**src/rtl/ddr_read_capture.sv**
```systemverilog
// DDR read-capture datapath: delays each read command by its CAS latency, then
// assembles one {rise,fall} word per cycle for a full burst toward the system port.
module ddr_read_capture #(
  parameter int unsigned DQ_WIDTH  = 8,
  parameter int unsigned BURST_LEN = 4,
  parameter int unsigned MAX_CL    = 7,
  parameter int unsigned CL_W      = 3,
  localparam int unsigned WORD_W   = 2 * DQ_WIDTH,
  localparam int unsigned NBEATS   = BURST_LEN / 2,
  localparam int unsigned BI_W     = (NBEATS > 1) ? $clog2(NBEATS) : 1
) (
  input  logic                clk,
  input  logic                rst,
  input  logic                init_done,
  input  logic                rd_cmd,
  input  logic [CL_W-1:0]     cas_lat,
  input  logic [DQ_WIDTH-1:0] ddr_dq_rise,
  input  logic [DQ_WIDTH-1:0] ddr_dq_fall,
  output logic [WORD_W-1:0]   sys_data_r,
  output logic                data_out_rdy,
  output logic                data_last,
  output logic [BI_W-1:0]     beat_idx,
  output logic                busy,
  output logic                rd_err
);

  localparam logic [BI_W-1:0] LAST_BEAT = BI_W'(NBEATS - 1);

  typedef enum logic {IDLE, CAPTURE} state_t;

  state_t              state, state_n;
  logic [BI_W-1:0]     cnt, cnt_n;
  logic [MAX_CL-1:0]   line, line_n;
  logic [WORD_W-1:0]   data_n;
  logic                rdy_n, last_n, busy_n, err_n;
  logic [BI_W-1:0]     beat_n;
  logic [CL_W-1:0]     cl;
  logic                start;

  // State and output registers
  always_ff @(posedge clk or posedge rst) begin
    if (rst) begin
      state        <= IDLE;
      cnt          <= '0;
      line         <= '0;
      sys_data_r   <= '0;
      data_out_rdy <= 1'b0;
      data_last    <= 1'b0;
      beat_idx     <= '0;
      busy         <= 1'b0;
      rd_err       <= 1'b0;
    end else begin
      state        <= state_n;
      cnt          <= cnt_n;
      line         <= line_n;
      sys_data_r   <= data_n;
      data_out_rdy <= rdy_n;
      data_last    <= last_n;
      beat_idx     <= beat_n;
      busy         <= busy_n;
      rd_err       <= err_n;
    end
  end

  // Latency line, capture FSM and collision tracking
  always_comb begin
    state_n = state;
    cnt_n   = cnt;
    data_n  = sys_data_r;
    rdy_n   = 1'b0;
    last_n  = 1'b0;
    beat_n  = beat_idx;
    err_n   = rd_err;
    line_n  = line >> 1;
    start   = line[0];

    if (cas_lat == '0)                  cl = CL_W'(1);
    else if (cas_lat > CL_W'(MAX_CL))   cl = CL_W'(MAX_CL);
    else                                cl = cas_lat;

    // Tap CL-1 of the shifted line emerges exactly CL cycles from now
    if (rd_cmd && init_done) begin
      for (int i = 0; i < int'(MAX_CL); i++) begin
        if (cl == CL_W'(i + 1)) begin
          if (line_n[i]) err_n     = 1'b1;
          else           line_n[i] = 1'b1;
        end
      end
    end

    case (state)
      IDLE: begin
        if (start) begin
          state_n = (NBEATS > 1) ? CAPTURE : IDLE;
          cnt_n   = BI_W'(1);
          data_n  = {ddr_dq_rise, ddr_dq_fall};
          rdy_n   = 1'b1;
          beat_n  = '0;
          last_n  = (NBEATS == 1);
        end
      end
      CAPTURE: begin
        if (start) err_n = 1'b1;
        data_n = {ddr_dq_rise, ddr_dq_fall};
        rdy_n  = 1'b1;
        beat_n = cnt;
        last_n = (cnt == LAST_BEAT);
        if (cnt == LAST_BEAT) begin
          state_n = IDLE;
          cnt_n   = '0;
        end else begin
          cnt_n   = cnt + BI_W'(1);
        end
      end
      default: state_n = IDLE;
    endcase

    busy_n = (|line_n) | (state_n == CAPTURE);
  end

endmodule

```
**config.mk**
```make
export PLATFORM = sky130hd
export DESIGN_NAME = ddr_read_capture
export DESIGN_NICKNAME = d
export VERILOG_FILES = /design/src/rtl/ddr_read_capture.sv
export SDC_FILE = /design/constraint.sdc
export NUM_CORES = 1
export LEC_CHECK = 0
export CORE_UTILIZATION = 38
export DETAILED_ROUTE_END_ITERATION = 10
export GPL_ROUTABILITY_DRIVEN = 0
export PLACE_DENSITY = 0.71
export SYNTH_ARGS = -nofsm -noshare
export SYNTH_HDL_FRONTEND = slang
export SYNTH_SLANG_ARGS = --single-unit
```
**constraint.sdc**
```tcl
create_clock -name clk -period 3 [get_ports clk]
set_input_delay 0.6 -clock clk [delete_from_list [all_inputs] [get_ports clk]]
set_output_delay 0.6 -clock clk [all_outputs]
set_load 0.02 [all_outputs]
```
==> metrics.md, run 1 <==
| Metric | Value |
|---|---|
| Outcome | finished, violations left |
| Failing checks | DRC |
| Port bufs | between 40 and 50 |
| Worst path slowest cell | clkdlybuf4s50_1 |
| Gate power share | approximately two fifths |
| CTS resizes | 0 |
| XOR/XNOR share of the synthesized area | 0% |
| Leak pwr | 0.7280 nW |
| Initial core utilization | 41.31% |
| Int Power | between 0.9 and 1 mW |
| Diode count | 0 |
| Horiz. Die Dim | approximately 57 um |
| Cell Rows | 19 |
| Via density | 4.982 |
| Synthesized area per cell | around 14 um2 |
| Full die area | roughly 3300 um2 |
| Number of setup violations in the final report | 0 |
| Ports | 44 |
| Tightest Pin Transition | roughly 0.5 ns |
| Kind of critical path | reg2out |
| DR DRC count | 6 |
| CTS tree | yes |
| Synth Warn # | 0 |
| DP Worst Slack | around 1.1 ns |
| Initial DRT Pass Iterations | 7 |
| Hold Buf Count CTS | 0 |
| Worst slew margin | 66.40% |
| Final WS setup | about 1.1 ns |
| Postcts setup bufs | 0 |
| Count of final max-slew check failures | 0 |
| Post-Syn Nets | around 110 |
| Max Root-Sink Buffers | 2 |
| Synth Area in Compound Gates | about 7.5% |
| Cell area after synthesis | ~1200 um2 |
| WL/cell | between 10 and 15 um |
| Post-synthesis sequential area ratio | between 60 and 70% |
| Vias in the first global route | 810 |
| Min cycle time layout | ~1.9 ns |
| Hold path start | beat_idx$_DFFE_PP0P_ |
| Clock network fraction of total power | roughly 17% |
| Fin Setup TNS | 0 ns |
| Crit-path cells | clkdlybuf4s50_1 |
| Final core utilization | 59.89% |
| WHS Path Cells | 1 |
| CP peak stage delay | roughly 0.61 ns |
| Final clock skew | roughly 0.0051 ns |
| Placed instance count | around 160 |
| Max Fclk | roughly 530 MHz |
| Hold path endpoint | beat_idx$_DFFE_PP0P_ |
| Register bit count reported by yosys | 30 |
| Post-DRT Antenna Nets | 0 |
| H-tree levels | 2 |
| R2R Setup Slk | between 1.5 and 2 ns |
| WL final | 2135 um |
| Sw frac | around a third |
| Share of cells above drive strength 1 | around a fifth |
| Overflow after GRT | 0 |
| Post-Synth Adder-Cell Area | 0% |
| Post-synth cell types | 23 |
| Dpl hpwl | ~1600 um |
| RSZ-0062 raised after global routing | no |
| Placed Area | 1634 um2 |
| Worst Reg-to-Reg Cells | 2 |
| Sw Pwr | approximately 0.45 mW |
| Hold Crit Class | reg2reg |
| Layout area overhead | 44.97% |
| Crit path capture type | primary output |
| Via count | slightly above 800 |
| Synth Area in Simple Gates | 8.779% |
| Critical Path RT | roughly 2.4 ns |
| Crit path DAT | approximately 1.3 ns |
| GRT Total Usage | between 15 and 20% |
| Mux share of post-synthesis cell area | between 10% and 20% |
| CP delay by family, top | buffers and inverters |
| Critical path origin | beat_idx$_DFFE_PP0P_ |
| Die Y-Extent | 57.46 um |
| Reg2reg end | sys_data_r[6]$_DFFE_PP0P_ |
| Fin crit share | between 60% and 70% |
| Worst Path Max Fanout | 2 |
| Largest family of logic cells by synthesized area | multiplexers |
| Maximum VDD drop | 0.3698 mV |
| Core Region | around 2800 um2 |
| Power density over the cells | 831.4 nW/um2 |
| Iteration-0 DRC Markers | 24 |
| Layout Cells excl Fill | roughly 170 |
| Global-route wire length before repair | roughly 3700 um |
| Initial antenna violation count | 0 |
| Final-stage net count | 157 |
| Post-Synthesis Cells | 84 |
| TritonCTS Buffers | 5 |
| Clk Latency, worst-skew pair | 0.31 ns |
| Hold Violations, Final | 0 |
| Max-cap check violation count | 0 |
| Layout Cell Area excl Fill | about 1700 um2 |
| Clk root buf | clkbuf_4 |
| Crit start category | register |
| Register share of total power | about two fifths |
| Clk pin slew, worst setup/hold paths | about 0.090 ns |
| Number of buffers and inverters on the critical path | 1 |
| FF-to-FF Start | state$_DFF_PP0_ |
| Sink Count | 30 |
| Largest net degree at the start of global routing | 31 |
-- per-layer routing --
metal | vias to the layer above | global-route usage (%) | share of wire (%)
li1 | 397 | - | -
met1 | 386 | 18.40 | 41
met2 | 42 | 23.42 | 49
met3 | 2 | 7.710 | 9.4
met4 | 0 | 5.226 | 0.28
met5 | - | 0 | 0
-- worst max path at each step --
stage,slack (ns),end,cells past startpoint
floorplan,1.69,rd_err$_DFF_PP0_,4
global placement,1.12,rd_err$_DFF_PP0_,5
detailed placement,1.05,rd_err$_DFF_PP0_,5
CTS,1.10,sys_data_r[3],1
global route,1.03,beat_idx,1
finish,1.13,beat_idx,1
-- cells in the mapped netlist --
master,count,area share (%)
mux2_2,17,16
and2_1,1,0.54
mux2i_1,1,0.86
a2111oi_1,1,0.86
buf_6,1,0.96
inv_1,4,1.3
or2_2,1,0.54
nor3_1,1,0.43
or2b_1,1,0.64
a21oi_1,4,1.7
o31ai_1,1,0.64
nand4b_1,1,0.75
o21ai_1,1,0.43
nor2_4,1,0.96
o21bai_1,5,3.2
a21o_1,1,0.64
dfrtp_1,30,64
nor2b_1,1,0.54
nor2_1,3,0.96
nand3_1,2,0.86
nand2b_1,2,1.1
nand2_1,3,0.96
nor4_1,1,0.54
-- per-stage QoR --
| stage | power, mW | hold slack, ns |
|---|---|---|
| final | 1.409 | 0.4820 |
| after global routing | 1.501 | 0.5112 |
| after CTS | 1.429 | 0.4858 |
| after detailed placement | 1.185 | 0.4647 |
| after global placement | 1.170 | 0.4582 |
| after floorplan | 0.9058 | 0.4592 |
-- power by group through the flow --
stage	clock [mW]	combinational [mW]	sequential, mW
6_report	0.241	0.581	0.587
5_1_grt	0.278	0.615	0.608
4_1_cts	0.252	0.589	0.588
3_5_place_dp	0	0.589	0.596
3_3_place_gp	0	0.579	0.590
2_1_floorplan	0	0.175	0.731
-- layout make-up --
class                           count  area [um2]
Timing Repair Buffer               44       437.9
Inverter                            4       15.01
Clock buffer                        7       55.05
Tap cell                           31       38.79
Multi-Input combinational cell     49       391.6
Fill cell                         252        1135
Sequential cell                    30       750.7
Clock inverter                      1       5.005
-- cells by family (layout without fill, tap and decap cells) --
logic type      after synthesis  after routing
mux                          18             18
flops                        30             30
compound gates               13             13
buf+inv                       5             56
simple gates                 18             18
-- state kept, by name, indices dropped and copies added, names as in the netlist --
signal / count
beat_idx: 1
busy: 1
cnt: 1
data_last: 1
data_out_rdy: 1
line: 7
rd_err: 1
state: 1
sys_data_r: 16
-- placed cells by master, fill, tap and decap left out, types with 2 or more instances in the layout --
| master | n |
|---|---|
| o21bai_1 | 5 |
| clkdlybuf4s50_1 | 43 |
| nor2_1 | 3 |
| a21oi_1 | 4 |
| nand2b_1 | 2 |
| dfrtp_1 | 30 |
| inv_1 | 4 |
| nand3_1 | 2 |
| nand2_1 | 3 |
| clkbuf_4 | 5 |
| mux2_2 | 17 |
(Power assumes the default switching activity.)
==> inputs of run 2 (changes only) <==
--- a/config.mk
+++ b/config.mk
@@ -8,7 +8,7 @@
 export CORE_UTILIZATION = 38
 export DETAILED_ROUTE_END_ITERATION = 10
 export GPL_ROUTABILITY_DRIVEN = 0
-export PLACE_DENSITY = 0.71
+export PLACE_DENSITY = 0.73
 export SYNTH_ARGS = -nofsm -noshare
 export SYNTH_HDL_FRONTEND = slang
 export SYNTH_SLANG_ARGS = --single-unit
==> constraint.sdc (replaced) <==
create_clock -name clk -period 1.5 [get_ports clk]
set_input_delay 0.3 -clock clk [delete_from_list [all_inputs] [get_ports clk]]
set_output_delay 0.3 -clock clk [all_outputs]
set_load 0.02 [all_outputs]
==> run 2 against run 1 <==
Net effect:
- core utilization up 1.2 points
- combinational power up 82%
- the flow still finishes with violations (DRC)
- highest routed layer unchanged
- clock skew fell by 0.0023 ns
- die area unchanged
- worst hold slack worse by 0.14 ns
- cell count increased by 2.4%
==> metrics.md, run 2 (synthesis gave the netlist of run 1 again) <==
| Metric | Value |
|---|---|
| Outcome | finished, violations left |
| Failing checks | DRC |
| Crit start category | register |
| CP delay by family, top | flip-flops |
| Max FFs per register | 16 (unchanged) |
| Largest net degree at the start of global routing | 31 (unchanged) |
| Uppermost layer routed | met4 |
| Min cycle time layout | ~1.3 ns |
| Critical Path RT | 1.20 ns (-1.20 ns) |
| Iteration-0 DRC Markers | 27 (+13%) |
| Share of cells above drive strength 1 | 23.02% (+3.0 points) |
| Global-route wire length before repair | 3808 um (+4.3%) |
| Core Region | 2829 um2 (unchanged) |
| Crit path DAT | 1.03 ns (-0.24 ns) |
| Initial core utilization | 41.31% (unchanged) |
| WL/cell | 12.99 um (+0.99%) |
| Diode count | 0 (unchanged) |
| Fillers | 237 (-6.0%) |
| Port bufs | 43 (unchanged) |
| Met3 wire len | 254 um (+26%) |
| Fin crit share | about nine tenths |
| Leak pwr | 0.7884 nW (+8.3%) |
| Clk Latency, worst-skew pair | 0.32 ns (about the same) |
| Overflow after GRT | 0 (unchanged) |
| CTS tree | yes |
| Vias in the first global route | 869 (+7.3%) |
| Ports | 44 (unchanged) |
| Cell Rows | 19 (unchanged) |
| Max-cap check violation count | 0 (unchanged) |
| CTS resizes | 21 (+21) |
| Crit-path cells | dlygate4sd2_1 |
| Met2 wire len | 1115 um (+6.8%) |
| RSZ-0062 raised after global routing | no |
| Fin Setup TNS | 0 ns (unchanged) |
| Postcts setup bufs | 0 (unchanged) |
| Via density | 5.006 (+0.48%) |
| DR DRC count | 7 (+1) |
| Top reg by flops | sys_data_r |
| CP peak stage delay | 0.38 ns (-0.23 ns) |
| Number of buffers and inverters on the critical path | 1 (unchanged) |
| Worst Path Max Fanout | 2 (unchanged) |
| Sink Count | 30 (unchanged) |
| Final-stage net count | 161 (+2.5%) |
| Worst slew margin | 73.70% (+7.3 points) |
| GRT Total Usage | 15.75% (+0.56 points) |
| Horiz. Die Dim | 57.46 um (unchanged) |
| Max Fclk | roughly 750 MHz |
| Power density over the cells | 1619 nW/um2 (+95%) |
| Die Y-Extent | 57.46 um (unchanged) |
| Crit path capture type | primary output |
| WL final | 2208 um (+3.4%) |
| Maximum VDD drop | 0.6879 mV (+86%) |
| Max Root-Sink Buffers | 2 (unchanged) |
| Hold Violations, Final | 0 (unchanged) |
| Initial antenna violation count | 0 (unchanged) |
| Count of final max-slew check failures | 0 (unchanged) |
| Clk root buf | clkbuf_4 |
| Clk pin slew, worst setup/hold paths | 0.09 ns (about the same) |
| Worst path slowest cell | dfrtp_1 |
| Full die area | 3301 um2 (unchanged) |
| Post-DRT Antenna Nets | 0 (unchanged) |
| Final clock skew | 0.002764 ns (-0.002309 ns) |
| Hold Buf Count CTS | 0 (unchanged) |
| Regs by FF count | sys_data_r x16, line x7 |
| H-tree levels | 2 (unchanged) |
| Kind of critical path | reg2out |
| Commonest non-fill, non-tap cell in the layout | dfrtp_1 |
| Power, Total | 2.799 mW (+99%) |
| Layout area overhead | 47.97% |
| WL met1 | 811 um (-8.0%) |
| Via count | 851 (+2.9%) |
| Number of setup violations in the final report | 0 (unchanged) |
| Initial DRT Pass Iterations | 7 (unchanged) |
| Tightest Pin Transition | 0.3935 ns (-0.1094 ns) |
| Dpl hpwl | 1662 um (+5.5%) |
| Hold Crit Class | in2async |
| TritonCTS Buffers | 5 (unchanged) |
| Most frequent cells in the layout | 30 x dfrtp_1, 22 x clkdlybuf4s50_1, 21 x dlygate4sd2_1 |
## run 2: changes by cell type in the layout (fill, tap and decap cells not counted), sizes merged
cell | before | now
clkdlybuf4s50 | 43 | 22
clkinv | 1 | 0
buf | 1 | 5
dlygate4sd2 | 0 | 21
clkbuf | 7 | 8
## run 2: where the power goes
part	switching, mW	internal (mW)
sequential	0.112	1.05
clock	0.258	0.320
combinational	0.541	0.514
total	0.910	1.89
## run 2: per-layer routing
layer / track usage [%] / vias up
li1: - / 402
met1: 17.01 / 403
met2: 26.58 / 43
met3: 7.483 / 3
met4: 6.272 / 0
met5: 0 / -
## run 2: path summary, 6_finish.rpt
path | start | end | slack (ns) | cells after the start
hold / removal | rst | data_out_rdy$_DFF_PP0_ | 0.34 | 3
setup / recovery | beat_idx$_DFFE_PP0P_ | beat_idx | 0.17 | 1
min in group clk | beat_idx$_DFFE_PP0P_ | beat_idx$_DFFE_PP0P_ | 0.48 | 1
max in group asynchronous | rst | sys_data_r[9]$_DFFE_PP0P_ | 0.90 | 3
hold reg to reg | beat_idx$_DFFE_PP0P_ | beat_idx$_DFFE_PP0P_ | 0.48 | 1
setup reg to reg | line[1]$_DFF_PP0_ | rd_err$_DFF_PP0_ | 0.28 | 4
## run 2: layout make-up
class | count | area (um2) | share of cell area, %
Timing Repair Buffer | 48 | 454.2 | 26.27
Multi-Input combinational cell | 49 | 391.6 | 22.65
Clock buffer | 8 | 78.83 | 4.559
Tap cell | 31 | 38.79 | 2.243
Inverter | 4 | 15.01 | 0.8683
Sequential cell | 30 | 750.7 | 43.42
## run 2: per-stage QoR
step,util [%],hold slack [ns],cells,instance area (um2),setup WS (ns)
after floorplan,-,0.3908,84,1169,0.2578
after global placement,59.27,0.4581,162,1677,0.02100
after detailed placement,59.27,0.4660,162,1677,-0.05813
after CTS,61.12,0.3380,170,1729,0.1461
after global routing,61.12,0.3550,170,1729,0.09777
final,61.12,0.3396,170,1729,0.1697
